===== config.mk =====
export PLATFORM = sky130hd
export DESIGN_NAME = adpcm
export DESIGN_NICKNAME = d
export VERILOG_FILES = /design/src/rtl/adpcm.sv
export SDC_FILE = /design/constraint.sdc
export NUM_CORES = 1
export LEC_CHECK = 0
export BUFFER_PORTS_ARGS = -buffer_cell sky130_fd_sc_hd__buf_2
export CAP_MARGIN = 20
export CORE_ASPECT_RATIO = 2
export CORE_MARGIN = 2
export CORE_UTILIZATION = 55
export CTS_CLUSTER_DIAMETER = 40
export DETAILED_ROUTE_END_ITERATION = 8
export MAX_ROUTING_LAYER = met4
export PLACE_DENSITY = 0.8
export SYNTH_ARGS = -nofsm -noshare
export SYNTH_HDL_FRONTEND = slang
export SYNTH_SLANG_ARGS = --single-unit
export TNS_END_PERCENT = 50

===== constraint.sdc =====
create_clock -name clk -period 6.1 [get_ports clk]
set_input_delay 1.22 -clock clk [delete_from_list [all_inputs] [get_ports clk]]
set_output_delay 1.22 -clock clk [all_outputs]
set_load 0.005 [all_outputs]

===== src/rtl/adpcm.sv =====
// IMA/DVI 4-bit ADPCM codec: one block that encodes (sel_rx=0) or decodes (sel_rx=1) one sample per transaction.
// Latency: ack pulses 6 cycles after the start cycle (the cycle in which a req toggle is seen in IDLE); outputs are held afterwards.
// Backpressure: none; a req toggle that arrives while busy stays pending and starts the next conversion once the FSM is back in IDLE.
//
// Ports:
//   clk, rstn            clock, asynchronous active-low reset
//   enable               low = synchronous clear of FSM, ack, predictor and index (tx_* outputs hold)
//   sel_rx               0 = encode rx_pcm -> tx_adpcm, 1 = decode rx_adpcm -> tx_pcm
//   req / ack            toggle request / one-cycle completion pulse
//   rx_pcm, rx_adpcm     sample to encode / code to decode
//   rx_idx               step index for this conversion (used only with ADPCM_IDX_EXT_EN)
//   tx_adpcm, tx_pcm     encoded code / reconstructed predictor
//   tx_idx               updated step index (0..88)
// Build option ADPCM_IDX_EXT_EN: defined -> index loaded from rx_idx every conversion;
// undefined -> rx_idx ignored, the index is an internal register kept between conversions.
module adpcm (
    input  logic               clk,
    input  logic               rstn,
    input  logic               enable,
    input  logic               sel_rx,
    input  logic               req,
    output logic               ack,
    input  logic signed [15:0] rx_pcm,
    input  logic        [3:0]  rx_adpcm,
    input  logic signed [7:0]  rx_idx,
    output logic        [3:0]  tx_adpcm,
    output logic signed [15:0] tx_pcm,
    output logic signed [7:0]  tx_idx
);

    typedef enum logic [2:0] {S_IDLE, S_STEP, S_B2, S_B1, S_B0, S_UPDATE, S_ACK} state_t;

    localparam logic [14:0] STEP_TAB [0:88] = '{
        15'd7,     15'd8,     15'd9,     15'd10,    15'd11,    15'd12,    15'd13,    15'd14,    15'd16,    15'd17,
        15'd19,    15'd21,    15'd23,    15'd25,    15'd28,    15'd31,    15'd34,    15'd37,    15'd41,    15'd45,
        15'd50,    15'd55,    15'd60,    15'd66,    15'd73,    15'd80,    15'd88,    15'd97,    15'd107,   15'd118,
        15'd130,   15'd143,   15'd157,   15'd173,   15'd190,   15'd209,   15'd230,   15'd253,   15'd279,   15'd307,
        15'd337,   15'd371,   15'd408,   15'd449,   15'd494,   15'd544,   15'd598,   15'd658,   15'd724,   15'd796,
        15'd876,   15'd963,   15'd1060,  15'd1166,  15'd1282,  15'd1411,  15'd1552,  15'd1707,  15'd1878,  15'd2066,
        15'd2272,  15'd2499,  15'd2749,  15'd3024,  15'd3327,  15'd3660,  15'd4026,  15'd4428,  15'd4871,  15'd5358,
        15'd5894,  15'd6484,  15'd7132,  15'd7845,  15'd8630,  15'd9493,  15'd10442, 15'd11487, 15'd12635, 15'd13899,
        15'd15289, 15'd16818, 15'd18500, 15'd20350, 15'd22385, 15'd24623, 15'd27086, 15'd29794, 15'd32767
    };

    function automatic logic signed [7:0] idx_adj(input logic [2:0] d);
        case (d)
            3'd4:    idx_adj = 8'sd2;
            3'd5:    idx_adj = 8'sd4;
            3'd6:    idx_adj = 8'sd6;
            3'd7:    idx_adj = 8'sd8;
            default: idx_adj = -8'sd1;
        endcase
    endfunction

    state_t              state_q;
    logic                req_q;      // registered req; held while busy so a mid-conversion toggle stays pending
    logic                ack_q;
    logic signed [15:0]  pred_q;
    logic        [6:0]   idx_q;
    logic        [14:0]  step_q;
    logic        [16:0]  diff_q;     // remaining |difference| (encode only)
    logic        [16:0]  vp_q;       // accumulated reconstruction delta
    logic                sign_q;
    logic        [2:0]   delta_q;
    logic        [3:0]   tx_adpcm_q;
    logic signed [15:0]  tx_pcm_q;
    logic signed [7:0]   tx_idx_q;

    logic        [6:0]   idx_sel;
    logic        [14:0]  step_d;
    logic        [16:0]  diff_full;
    logic        [16:0]  diff_abs;
    logic        [14:0]  thr;
    logic        [2:0]   bit_mask;
    logic                hit;
    logic signed [17:0]  pred_sum;
    logic signed [15:0]  pred_d;
    logic signed [7:0]   idx_sum;
    logic        [6:0]   idx_d;

`ifdef ADPCM_IDX_EXT_EN
    assign idx_sel = rx_idx[7]        ? 7'd0  :
                     (rx_idx > 8'sd88) ? 7'd88 : rx_idx[6:0];
`else
    logic unused_rx_idx;
    assign unused_rx_idx = ^rx_idx;
    assign idx_sel       = idx_q;
`endif

    assign step_d    = STEP_TAB[idx_sel];
    assign diff_full = {rx_pcm[15], rx_pcm} - {pred_q[15], pred_q};
    assign diff_abs  = diff_full[16] ? (~diff_full + 17'd1) : diff_full;

    // Threshold and code bit for the current successive-approximation step.
    always_comb begin
        thr      = step_q;
        bit_mask = 3'b100;
        case (state_q)
            S_B1: begin thr = step_q >> 1; bit_mask = 3'b010; end
            S_B0: begin thr = step_q >> 2; bit_mask = 3'b001; end
            default: ;
        endcase
        if (sel_rx)
            hit = |(rx_adpcm[2:0] & bit_mask);
        else
            hit = (diff_q >= {2'b00, thr});
    end

    // Predictor and index update, both saturating.
    always_comb begin
        if (sign_q)
            pred_sum = {{2{pred_q[15]}}, pred_q} - $signed({1'b0, vp_q});
        else
            pred_sum = {{2{pred_q[15]}}, pred_q} + $signed({1'b0, vp_q});
        if (pred_sum > 18'sd32767)
            pred_d = 16'sh7FFF;
        else if (pred_sum < -18'sd32768)
            pred_d = 16'sh8000;
        else
            pred_d = pred_sum[15:0];

        idx_sum = $signed({1'b0, idx_q}) + idx_adj(delta_q);
        if (idx_sum[7])
            idx_d = 7'd0;
        else if (idx_sum > 8'sd88)
            idx_d = 7'd88;
        else
            idx_d = idx_sum[6:0];
    end

    always_ff @(posedge clk or negedge rstn) begin
        if (!rstn) begin
            state_q    <= S_IDLE;
            req_q      <= 1'b0;
            ack_q      <= 1'b0;
            pred_q     <= '0;
            idx_q      <= '0;
            step_q     <= '0;
            diff_q     <= '0;
            vp_q       <= '0;
            sign_q     <= 1'b0;
            delta_q    <= '0;
            tx_adpcm_q <= '0;
            tx_pcm_q   <= '0;
            tx_idx_q   <= '0;
        end else if (!enable) begin
            state_q <= S_IDLE;
            req_q   <= req;
            ack_q   <= 1'b0;
            pred_q  <= '0;
            idx_q   <= '0;
        end else begin
            ack_q <= 1'b0;
            case (state_q)
                S_IDLE: begin
                    req_q <= req;
                    if (req != req_q)
                        state_q <= S_STEP;
                end
                S_STEP: begin
                    idx_q   <= idx_sel;
                    step_q  <= step_d;
                    vp_q    <= {5'd0, step_d[14:3]};
                    delta_q <= '0;
                    if (sel_rx) begin
                        sign_q <= rx_adpcm[3];
                        diff_q <= '0;
                    end else begin
                        sign_q <= diff_full[16];
                        diff_q <= diff_abs;
                    end
                    state_q <= S_B2;
                end
                S_B2, S_B1, S_B0: begin
                    if (hit) begin
                        delta_q <= delta_q | bit_mask;
                        vp_q    <= vp_q + {2'b00, thr};
                        if (!sel_rx)
                            diff_q <= diff_q - {2'b00, thr};
                    end
                    case (state_q)
                        S_B2:    state_q <= S_B1;
                        S_B1:    state_q <= S_B0;
                        default: state_q <= S_UPDATE;
                    endcase
                end
                S_UPDATE: begin
                    pred_q   <= pred_d;
                    idx_q    <= idx_d;
                    if (!sel_rx)
                        tx_adpcm_q <= {sign_q, delta_q};
                    tx_pcm_q <= pred_d;
                    tx_idx_q <= {1'b0, idx_d};
                    ack_q    <= 1'b1;
                    state_q  <= S_ACK;
                end
                default: state_q <= S_IDLE;  // S_ACK
            endcase
        end
    end

    assign ack      = ack_q;
    assign tx_adpcm = tx_adpcm_q;
    assign tx_pcm   = tx_pcm_q;
    assign tx_idx   = tx_idx_q;

endmodule


==> impl_metrics.toml <==
[critical_path]
worstSetupPathType = "register to register"
end_kind = "register"
arrival_ns = 5.04
crit_path_cell_trace = "inv_1 -> nor3_2 -> buf_4 -> nor2_1 -> buf_4 -> and2_1 -> a221o_1 -> inv_1 -> ha_1 -> nor2b_1 -> o31a_1 -> o311a_1 -> o21ai_0 -> a22oi_1 -> o21ai_2 -> buf_4 -> nand2_1 -> o22ai_1 -> nor2_1"
rr_startpoint = "state_q[1]"
cpMaxStageDelayCell = "dfrtp_1"
cp_num_buf_inv = 5
path_max_fanout = 19
cp-startpoint = "state_q[1]"
startpoint_type = "register"
slowest_delay_ns = 0.49
crit_required_ns = 6.33
crit_top_cell = "buf_4"
crit_family = "compound AO/OA/AOI/OAI gates"

[final_layout]
final_cell_area_um2 = 10710
diodes = 0
fin_util_pct = 60.24
syn_to_final_growth_pct = 6.877
layout.nets = 1376
drive_gt1_share_pct = 9.425

[global_routing]
grt_pass1_wl_mm = 46.84
grt_pass1_vias = 9424
overflow = 0
antenna_found_initial = 0
grt_max_degree = 76
track_usage_pct = 31.31

[drt]
m1WireLength_mm = 10.33
num_vias = 9587
wl_met3_mm = 1.125
drt-total-wl_mm = 29.75
dr.pass1.iters = 6
drcViolationCount = 0
met2WireLength_mm = 15.80
vias_per_cell = 6.544
ant_nets = 0
routed.top_layer = "met4"
wl_per_cell_um = 20.31
drt_iter0_markers = 643

[sta]
slew_viol_final = 0
final_hold_viol_count = 0
clock_skew_ns = 0.008505
period_share_pct = 78.86
period_minus_slack_ns = 4.810
tightestPinTransition_ns = 1.020
rsz0062_at_grt = "no"
fin_ws_ns = 1.290
slew_headroom_pct = 32.02
fmax_mhz = 207.9
setup_viol = 0
fin_setup_tns_ns = 0

[placed_design]
place.gp.congestion = 1.027
post-dp-hpwl_mm = 22.82
dpl_cell_area_um2 = 10420
port_buffers = 52
pre_cts_ws_ns = 1.385

[clock_tree]
cts_tree = "done"
numCtsBuffers = 9
cts_hold_buffers = 0
cts_resized = 0
clk_latency_ns = 0.36
cts_num_sinks = 108
cts_max_path_buffers = 2
cts_setup_buffers = 0
cts.htree.levels = 3
cts-root-buf = "clkbuf_16"
path_clk_slew_ns = 0.08

[floorplanning]
core_um2 = 17780
dieWidth_um = 99.47
rows = 69
die_area_um2 = 19390
io_pins = 62
die_y_um = 194.9
start_util_pct = 56.37

[yosys]
synth.most_common_cell = "nand2_1"
synth_fp_nets = 1359
yosys.area_share.xor_xnor_pct = 7.601
seq_area_frac_synth_pct = 26.96
yosys-mux-area-fraction_pct = 1.710
synth-simple-area-share_pct = 17.34
yosysWarnings = 0
synthAdderAreaFrac_pct = 12.36
syn_inst = 1230
synth_compound_area_share_pct = 28.42
synth_edf_count = 0
yosys-top-cells-count = "nand2_1 (117), dfrtp_1 (108), a21oi_1 (106)"
synth_top_family_by_area = "compound AO/OA/AOI/OAI gates"
synthTopCellsByArea = "dfrtp_1 (27%), ha_1 (11%), a21oi_1 (5.3%)"
syn_area_um2 = 10020
synth.distinct_cells = 84
yosysTopAreaCellShare_pct = 26.96
synthArstFlopShare_pct = 100.0
synth-seq-cells = 108
avgSynthCellArea_um2 = 8.150
ys.flop_type = "dfrtp_1"
yosysTopAreaCell = "dfrtp_1"

[hold_path]
hold_path_class = "register to register"
min_from = "tx_idx[3]"

[status]
status = "completed"

[pwr]
peakVddDrop_mv = 0.1822
power_density_nw_per_um2 = 377.7
leakage_uw = 0.004855

[run]
max_cap_violations = 0
## kinds of logic after synthesis
| family | Yosys count |
|---|---|
| multiplexers | 14 |
| AND/OR/NAND/NOR | 365 |
| buffers and inverters | 141 |
| other | 1 |
| AO/OA/AOI/OAI | 418 |
| flip-flops | 108 |
| adder cells (fa/ha/maj) | 96 |
| XOR/XNOR | 87 |
## stage by stage
stage          hold slack [ns]  instances  total power, uW
4_1_cts                 0.4790       1464             4009
2_1_floorplan           0.4497       1230             2833
5_1_grt                 0.5051       1465             4334
3_5_place_dp            0.4614       1448             3414
3_3_place_gp            0.4556       1448             3339
6_report                0.4765       1465             4047
## where the power goes
| group | internal [uW] | switching [uW] | total [uW] | leakage, uW |
|---|---|---|---|---|
| logic | 1010 | 1340 | 2350 | 0.00330 |
| clock network | 286 | 295 | 581 | 0.000137 |
| registers | 888 | 227 | 1110 | 0.00142 |
| total | 2180 | 1860 | 4050 | 0.00485 |
## state kept, by name (all words and copies together) (netlist names)
name	cells
ack	1
delta_q	3
diff_q	17
idx_q	7
pred_q	16
req_q	1
sign_q	1
state_q	3
step_q	15
tx_adpcm	4
tx_idx	7
tx_pcm	16
vp_q	17
## cells in the final DEF, fill, tap and decap left out, types with 8 or more instances in the layout
cell and instances:
buf_2 51, nand2_1 117, clkbuf_16 9, ha_1 91
o21a_1 16, a21oi_1 104, buf_4 16, nor2_1 99
a21o_1 21, and3_1 9, a211oi_1 16, o21ai_0 89
a31oi_1 19, o211ai_1 14, a221oi_1 9, o31ai_1 8
nor3_1 32, a221o_1 42, dfrtp_1 107, nand3_1 30
xor2_1 29, inv_1 77, xnor2_1 58, nor2b_1 11
and2_1 16
## final cells by class
cell class | count | area, um^2
clock inverters | 6 | 56.30
well taps | 213 | 266.5
clock buffers | 10 | 229.0
inverters | 79 | 296.5
fillers | 1653 | 7071
flip-flops and latches | 108 | 2704
repair buffers | 68 | 386.6
multi-input cells | 981 | 6775
## path summary, 6_finish.rpt
kind,to,slack [ns],cells past startpoint
setup / recovery,vp_q[8],1.29,19
hold / removal,tx_idx[3],0.48,1
setup reg to reg,vp_q[8],1.29,19
hold reg to reg,tx_idx[3],0.48,1
max in group asynchronous,req_q,4.06,2
min in group asynchronous,tx_idx[3],1.00,1
## metal layers
metal  up-vias  GRT usage (%)
li1       4541              -
met1      4565          30.75
met2       351          55.13
met3       130          3.416
met4         0          23.59
met5         -              -
Power figures use the tool's default switching activity.
